### config.mk
export PLATFORM = sky130hd
export DESIGN_NAME = write_ctrl
export DESIGN_NICKNAME = d
export VERILOG_FILES = /design/src/rtl/write_ctrl_pkg.sv /design/src/rtl/write_ctrl_counter.sv /design/src/rtl/write_ctrl.sv
export SDC_FILE = /design/constraint.sdc
export NUM_CORES = 1
export LEC_CHECK = 0
export ABC_AREA = 0
export ABC_CLOCK_PERIOD_IN_PS = 11000
export BUFFER_PORTS_ARGS = -buffer_cell sky130_fd_sc_hd__buf_4
export CAP_MARGIN = 20
export CORE_ASPECT_RATIO = 1.5
export CORE_MARGIN = 1
export CORE_UTILIZATION = 50
export CTS_BUF_LIST = sky130_fd_sc_hd__clkbuf_4 sky130_fd_sc_hd__clkbuf_8 sky130_fd_sc_hd__clkbuf_16
export CTS_CLUSTER_SIZE = 25
export DETAILED_ROUTE_END_ITERATION = 12
export PLACE_DENSITY = 0.79
export SYNTH_ARGS = -nofsm -noshare
export SYNTH_HDL_FRONTEND = slang
export SYNTH_SLANG_ARGS = --single-unit
### constraint.sdc
create_clock -name clk -period 11 [get_ports clk]
set_input_delay 0.55 -clock clk [delete_from_list [all_inputs] [get_ports clk]]
set_output_delay 0.55 -clock clk [all_outputs]
set_load 0.01 [all_outputs]
### src/rtl/write_ctrl_pkg.sv
// write_ctrl_pkg: shared types and constants for the WRITE sequencing controller.
//   state_e  : controller state encoding (IDLE/CONFIG/RUN/DONE)
//   default widths for the job descriptor fields and the write total
package write_ctrl_pkg;

    localparam int LOG_MAX_ITERS_DEF          = 16;
    localparam int LOG_MAX_READS_PER_ITER_DEF = 16;
    localparam int LOG_MAX_ADDRESS_DEF        = 16;
    localparam int OUTPUT_DATA_WIDTH_DEF      = 8;

    // iters*reads fits without overflow in the sum of the operand widths
    localparam int TOTAL_W = LOG_MAX_ITERS_DEF + LOG_MAX_READS_PER_ITER_DEF;

    localparam int PERF_W = 32;

    typedef enum logic [1:0] {
        IDLE   = 2'd0,
        CONFIG = 2'd1,
        RUN    = 2'd2,
        DONE   = 2'd3
    } state_e;

endpackage

### src/rtl/write_ctrl_counter.sv
// write_ctrl_counter: up-counter with synchronous clear, increment, loadable
// terminal value and terminal-hit flag.
//   clk, rst     : clock, synchronous active-high reset
//   clr_i        : force count to 0 (wins over inc_i)
//   load_i       : capture load_val_i as the terminal value
//   inc_i        : advance count by one
//   cnt_o        : current count
//   tc_hit_o     : the next increment reaches the terminal value
// Parameter SAT holds the count at all-ones instead of wrapping.
module write_ctrl_counter #(
    parameter int W   = 32,
    parameter bit SAT = 1'b0
) (
    input  logic         clk,
    input  logic         rst,
    input  logic         clr_i,
    input  logic         load_i,
    input  logic [W-1:0] load_val_i,
    input  logic         inc_i,
    output logic [W-1:0] cnt_o,
    output logic         tc_hit_o
);

    logic [W-1:0] cnt_q, cnt_d;
    logic [W-1:0] term_q, term_d;

    always_comb begin
        cnt_d  = cnt_q;
        term_d = term_q;
        if (clr_i) begin
            cnt_d = '0;
        end else if (inc_i && !(SAT && (&cnt_q))) begin
            cnt_d = cnt_q + W'(1);
        end
        if (load_i) begin
            term_d = load_val_i;
        end
    end

    always_ff @(posedge clk) begin
        if (rst) begin
            cnt_q  <= '0;
            term_q <= '0;
        end else begin
            cnt_q  <= cnt_d;
            term_q <= term_d;
        end
    end

    assign cnt_o    = cnt_q;
    assign tc_hit_o = ((cnt_q + W'(1)) == term_q);

endmodule

### src/rtl/write_ctrl.sv
// write_ctrl: accepts a job descriptor, issues one configure pulse to the WRITE
// block with the registered job fields, counts WRITE output beats until
// iters*reads is reached, then pulses done. abort cancels a running job.
//   clk, rst            : clock, synchronous active-high reset
//   job_valid/job_ready : job descriptor handshake
//   job_*               : descriptor fields
//   abort               : cancel the job in CONFIG or RUN
//   configure           : one-cycle pulse to WRITE
//   num_iters .. max_clip : registered job fields, held until the next accept
//   wr_valid            : WRITE valid_out, counted only in RUN
//   busy, done, aborted : status; done/aborted are one-cycle pulses
//   perf_cycles         : CONFIG+RUN cycle count of the last job
//                         (only when WRITE_CTRL_PERF_EN is defined)
//
// state  | meaning
// IDLE   | job_ready high, waiting for a descriptor
// CONFIG | configure pulse, write count being cleared
// RUN    | counting wr_valid beats toward the total
// DONE   | done pulse, back to IDLE next cycle
module write_ctrl
    import write_ctrl_pkg::*;
#(
    parameter int LOG_MAX_ITERS          = LOG_MAX_ITERS_DEF,
    parameter int LOG_MAX_READS_PER_ITER = LOG_MAX_READS_PER_ITER_DEF,
    parameter int LOG_MAX_ADDRESS        = LOG_MAX_ADDRESS_DEF,
    parameter int OUTPUT_DATA_WIDTH      = OUTPUT_DATA_WIDTH_DEF
) (
    input  logic                              clk,
    input  logic                              rst,
    input  logic                              job_valid,
    output logic                              job_ready,
    input  logic [LOG_MAX_ITERS-1:0]          job_iters,
    input  logic [LOG_MAX_READS_PER_ITER-1:0] job_reads,
    input  logic [LOG_MAX_ADDRESS-1:0]        job_addr,
    input  logic [OUTPUT_DATA_WIDTH-1:0]      job_min_clip,
    input  logic [OUTPUT_DATA_WIDTH-1:0]      job_max_clip,
    input  logic                              abort,
    output logic                              configure,
    output logic [LOG_MAX_ITERS-1:0]          num_iters,
    output logic [LOG_MAX_READS_PER_ITER-1:0] num_reads_per_iter,
    output logic [LOG_MAX_ADDRESS-1:0]        base_address,
    output logic [OUTPUT_DATA_WIDTH-1:0]      min_clip,
    output logic [OUTPUT_DATA_WIDTH-1:0]      max_clip,
    input  logic                              wr_valid,
    output logic                              busy,
    output logic                              done,
    output logic                              aborted
`ifdef WRITE_CTRL_PERF_EN
    ,
    output logic [PERF_W-1:0]                 perf_cycles
`endif
);

    localparam int TW = LOG_MAX_ITERS + LOG_MAX_READS_PER_ITER;

    state_e          state_q;
    logic            accept;
    logic [TW-1:0]   job_total;
    logic [TW-1:0]   wr_cnt_unused;
    logic            wr_tc_hit;

    assign accept    = (state_q == IDLE) && job_valid;
    assign job_total = TW'(job_iters) * TW'(job_reads);

    // Terminal value is loaded on accept; the count is cleared during CONFIG
    // so beats from an earlier aborted job never leak into the new one.
    write_ctrl_counter #(.W(TW), .SAT(1'b0)) u_wr_cnt (
        .clk        (clk),
        .rst        (rst),
        .clr_i      (state_q == CONFIG),
        .load_i     (accept),
        .load_val_i (job_total),
        .inc_i      ((state_q == RUN) && wr_valid),
        .cnt_o      (wr_cnt_unused),
        .tc_hit_o   (wr_tc_hit)
    );

`ifdef WRITE_CTRL_PERF_EN
    logic perf_tc_unused;

    write_ctrl_counter #(.W(PERF_W), .SAT(1'b1)) u_perf_cnt (
        .clk        (clk),
        .rst        (rst),
        .clr_i      (accept),
        .load_i     (1'b0),
        .load_val_i ('0),
        .inc_i      ((state_q == CONFIG) || (state_q == RUN)),
        .cnt_o      (perf_cycles),
        .tc_hit_o   (perf_tc_unused)
    );
`endif

    always_ff @(posedge clk) begin
        if (rst) begin
            state_q            <= IDLE;
            job_ready          <= 1'b1;
            configure          <= 1'b0;
            busy               <= 1'b0;
            done               <= 1'b0;
            aborted            <= 1'b0;
            num_iters          <= '0;
            num_reads_per_iter <= '0;
            base_address       <= '0;
            min_clip           <= '0;
            max_clip           <= '0;
        end else begin
            configure <= 1'b0;
            done      <= 1'b0;
            aborted   <= 1'b0;
            case (state_q)
                IDLE: begin
                    // abort is meaningless here; an accept proceeds regardless
                    if (job_valid) begin
                        num_iters          <= job_iters;
                        num_reads_per_iter <= job_reads;
                        base_address       <= job_addr;
                        min_clip           <= job_min_clip;
                        max_clip           <= job_max_clip;
                        job_ready          <= 1'b0;
                        busy               <= 1'b1;
                        if (job_total == '0) begin
                            state_q <= DONE;
                            done    <= 1'b1;
                        end else begin
                            state_q   <= CONFIG;
                            configure <= 1'b1;
                        end
                    end
                end
                CONFIG: begin
                    if (abort) begin
                        state_q   <= IDLE;
                        aborted   <= 1'b1;
                        busy      <= 1'b0;
                        job_ready <= 1'b1;
                    end else begin
                        state_q <= RUN;
                    end
                end
                RUN: begin
                    // abort outranks a final beat arriving in the same cycle
                    if (abort) begin
                        state_q   <= IDLE;
                        aborted   <= 1'b1;
                        busy      <= 1'b0;
                        job_ready <= 1'b1;
                    end else if (wr_valid && wr_tc_hit) begin
                        state_q <= DONE;
                        done    <= 1'b1;
                    end
                end
                DONE: begin
                    state_q   <= IDLE;
                    busy      <= 1'b0;
                    job_ready <= 1'b1;
                end
                default: begin
                    state_q   <= IDLE;
                    busy      <= 1'b0;
                    job_ready <= 1'b1;
                end
            endcase
        end
    end

endmodule

==> run summary <==
Placed wire-length estimate = 31,400 um
DRC = 0
Gate power share = 78.9%
DRT iter0 DRCs = 871
Outcome = finished, final reports clean
Post-Synthesis Cells = 1,797
IO Port Bufs = 137
# fillers = 2,610
CTS Buf Count = 17
Lkg Pwr = 7.64 nW
Post-route design area = 0.0166 mm^2
Layout cell share with drive strength beyond 1 = 10.4%
Fin crit share = 61.8%
# IOs = 138
Post-Route WL = 40,800 um
H-Tree Depth = 4
Gpl congestion = 0.916
CP endpoint kind = register
Initial Util = 51.3%
Worst EP required = 11,360 ps
CP max FO = 17
Hold WC Path Type = primary input to register
Clk sinks = 135
Most used cell, CP = fa_1
Yosys warnings = 0
Mean Syn Cell Area = 8.26 um^2
Vias in the first global route = 12,900
Setup TNS = 0 ps
Final nets = 2,228
Hold Vio Cnt, Final = 0
Mapped Area = 0.0148 mm^2
Via count = 12,500
WS Path Type = primary input to register
Yosys reg bits = 135
Number of synthesized flops with an enable pin = 0
Ordered list of cells on the worst path = buf_4, nand2_1, fa_1, inv_1, fa_1, inv_1, fa_1, inv_1, fa_1, fa_1, inv_1, fa_1, inv_1, ha_1, nand2_1, or4b_2, o221ai_1, xnor2_1, nand4_1, nor4_1, nand4_1, nor3_1, nand4_1, a221oi_2
Overall Global Routing Usage = 28.2%
Initial antenna violation count = 0
Core region area = 0.0289 mm^2
Final Setup Violations = 0
Area Overhead vs Synth = 11.7%
Die ar. = 0.0304 mm^2
Sequential share of power = 10.8%
Largest net degree at the start of global routing = 107
Power per cell area = 334 mW/mm^2
Worst skew pair latency = 450 ps
DR WL/cell = 18.1 um
Routed vias/inst = 5.52
WP data arrival = 7160 ps
Synth top area share = 26.2%
Dominant cell type by area after synthesis = fa_1
Final Max Tran Viols = 0
RSZ-0062 raised after global routing = no
Hold WS = 346 ps
Slew HR = 38.8%
Netlist cell types = 69
Overflow after GRT = 0
Max frequency = 0.147 GHz
Die Y = 213 um
Clk_skew = 8.90 ps
Slew @ Worst Pin = 895 ps
Maximum VDD drop = 0.347 mV
Worst setup SP type = primary input
CP max-delay cell = or4b_2
Sw Ratio = 52.8%
Die width = 143 um
CTS Buffer Depth = 2
Internal power = 2.61 mW
Clk pwr share = 10.4%
Top cells by area, synth = fa_1 26%, dfxtp_1 18%, ha_1 9.1%, nand2_1 8.8%, inv_1 5.9%
CTS tree = done
Max incr delay on CP = 610 ps
Routed Antenna Nets = 0
Sequential fraction of the synthesis area = 18.2%
Syn_nets = 2,168
Gates resized, CTS repair = 0
Pre-Repair DR Iteration Count = 5
First-pass GRT wire length = 65,600 um
Placed inst area = 0.0160 mm^2
Std-Cell Rows = 76
Most common flop cell mapped by yosys = dfxtp_1
Max cap viols = 0
Clock Root Buffer = clkbuf_16
Hold Buf Count CTS = 0
Period minus WS final = 6800 ps
Diodes inserted = 0
Reg clk slew, reported paths = 60 ps
Ys async rst share = 0%
Total net switching power = 2.92 mW
Total power = 5.53 mW
# Post-CTS Setup Buffers = 0
## synthesized netlist by cell type (all sizes together) (5+ instances only)
library cell    n
nand2         349
inv           232
fa            194
dfxtp         135
and2          128
a21oi         123
ha            108
clkbuf         83
nor2           77
xnor2          50
xor2           40
o21ai          33
nand3          26
nor3           26
nand4          25
buf            16
or3            16
and3           13
a21o           11
nor4            9
a211oi          8
nor2b           8
o21a            8
a31oi           7
o211ai          6
nand2b          5
o31ai           5
or4             5
## critical path: cells and delay by family
| family | cells | cell delay (ps) |
|---|---|---|
| simple gates | 8 | 1970 |
| fa+ha+maj | 7 | 3380 |
| xor+xnor | 1 | 210 |
| compound gates | 2 | 530 |
| buf+inv | 6 | 510 |
## state kept, by name (all words and copies together) (netlist names)
| signal | count |
|---|---|
| u_wr_cnt.term_q | 32 |
| u_wr_cnt.cnt_o | 32 |
| num_reads_per_iter | 16 |
| aborted | 1 |
| busy | 1 |
| done | 1 |
| min_clip | 8 |
| num_iters | 16 |
| configure | 1 |
| state_q | 2 |
| base_address | 16 |
| max_clip | 8 |
| job_ready | 1 |
## worst paths after layout
kind / startpoint / endpoint / slack, ps / cells past startpoint
worst min-delay path: job_max_clip[2] / max_clip[2]$_SDFFE_PP0P_ / 350 / 3
worst min register to register: base_address[1]$_SDFFE_PP0P_ / base_address[1]$_SDFFE_PP0P_ / 450 / 2
worst max register to register: u_wr_cnt.cnt_o[0]$_SDFFE_PP0P_ / state_q[0]$_SDFFE_PP0P_ / 7060 / 10
worst max-delay path: job_iters[7] / state_q[1]$_SDFFE_PP0P_ / 4200 / 24
## stage by stage
stage	setup WS [ps]	utilization, %	instances
3_3_place_gp	3910	55.3	2227
3_5_place_dp	3840	55.3	2227
2_1_floorplan	4140	-	1797
6_report	4200	57.3	2258
5_1_grt	3740	57.3	2258
4_1_cts	4300	57.2	2257
## power by group through the flow
stage / registers [mW] / clock network (mW) / logic, mW
final: 0.596 / 0.574 / 4.36
after global routing: 0.604 / 0.602 / 4.89
after CTS: 0.596 / 0.583 / 4.31
after detailed placement: 0.606 / 0 / 4.28
after global placement: 0.603 / 0 / 4.18
after floorplan: 0.611 / 0 / 3.18
## per-layer routing
| layer | vias to the layer above | routed length, um | part of all wire [%] | GRT usage (%) |
|---|---|---|---|---|
| met4 | 0 | 2250 | 5.5 | 16.3 |
| li1 | 5825 | - | - | - |
| met5 | - | 0 | 0 | 0 |
| met2 | 446 | 21900 | 54 | 52.3 |
| met1 | 6045 | 14700 | 36 | 30.1 |
| met3 | 147 | 1940 | 4.7 | 4.26 |
## cell type report
class	instances	area, um^2	share of cell area, %
clock buffer	20	448	2.70
clock inverter	10	125	0.755
inverter	232	871	5.26
multi-input combinational	1331	10900	65.6
sequential	135	2700	16.3
tap	390	488	2.95
timing repair buffer	140	1060	6.42
## cells in the final DEF (no fill, tap or decap), types with 4 or more instances in the layout
cell,instances
nand3_1,25
fa_1,194
buf_4,139
dfxtp_1,135
clkbuf_16,17
clkinv_4,5
nand4_1,24
xor2_1,40
a211oi_1,8
ha_1,108
and3_1,13
or3_1,16
nor3_1,24
inv_1,232
nor2_1,77
o21ai_1,4
nor4_1,6
o21a_1,8
nor2b_1,8
mux2i_1,4
nand2_1,348
o21ai_0,28
and2_1,127
xnor2_1,50
a21oi_1,123
o211ai_1,6
a21o_1,11
o31ai_1,4
nand2b_1,5
a31oi_1,7
## logic make-up (layout without fill, tap and decap cells)
family | count (synthesis) | in the layout | synth area share (%)
and+or+nand+nor | 700 | 700 | 22.6
buffers and inverters | 331 | 402 | 8.58
adders and majority gates | 302 | 302 | 35.3
AOI/OAI and AO/OA | 234 | 234 | 9.65
DFF | 135 | 135 | 18.2
xor gates and xnor gates | 90 | 90 | 5.31
muxes | 5 | 5 | 0.346
(Power assumes the default switching activity.)
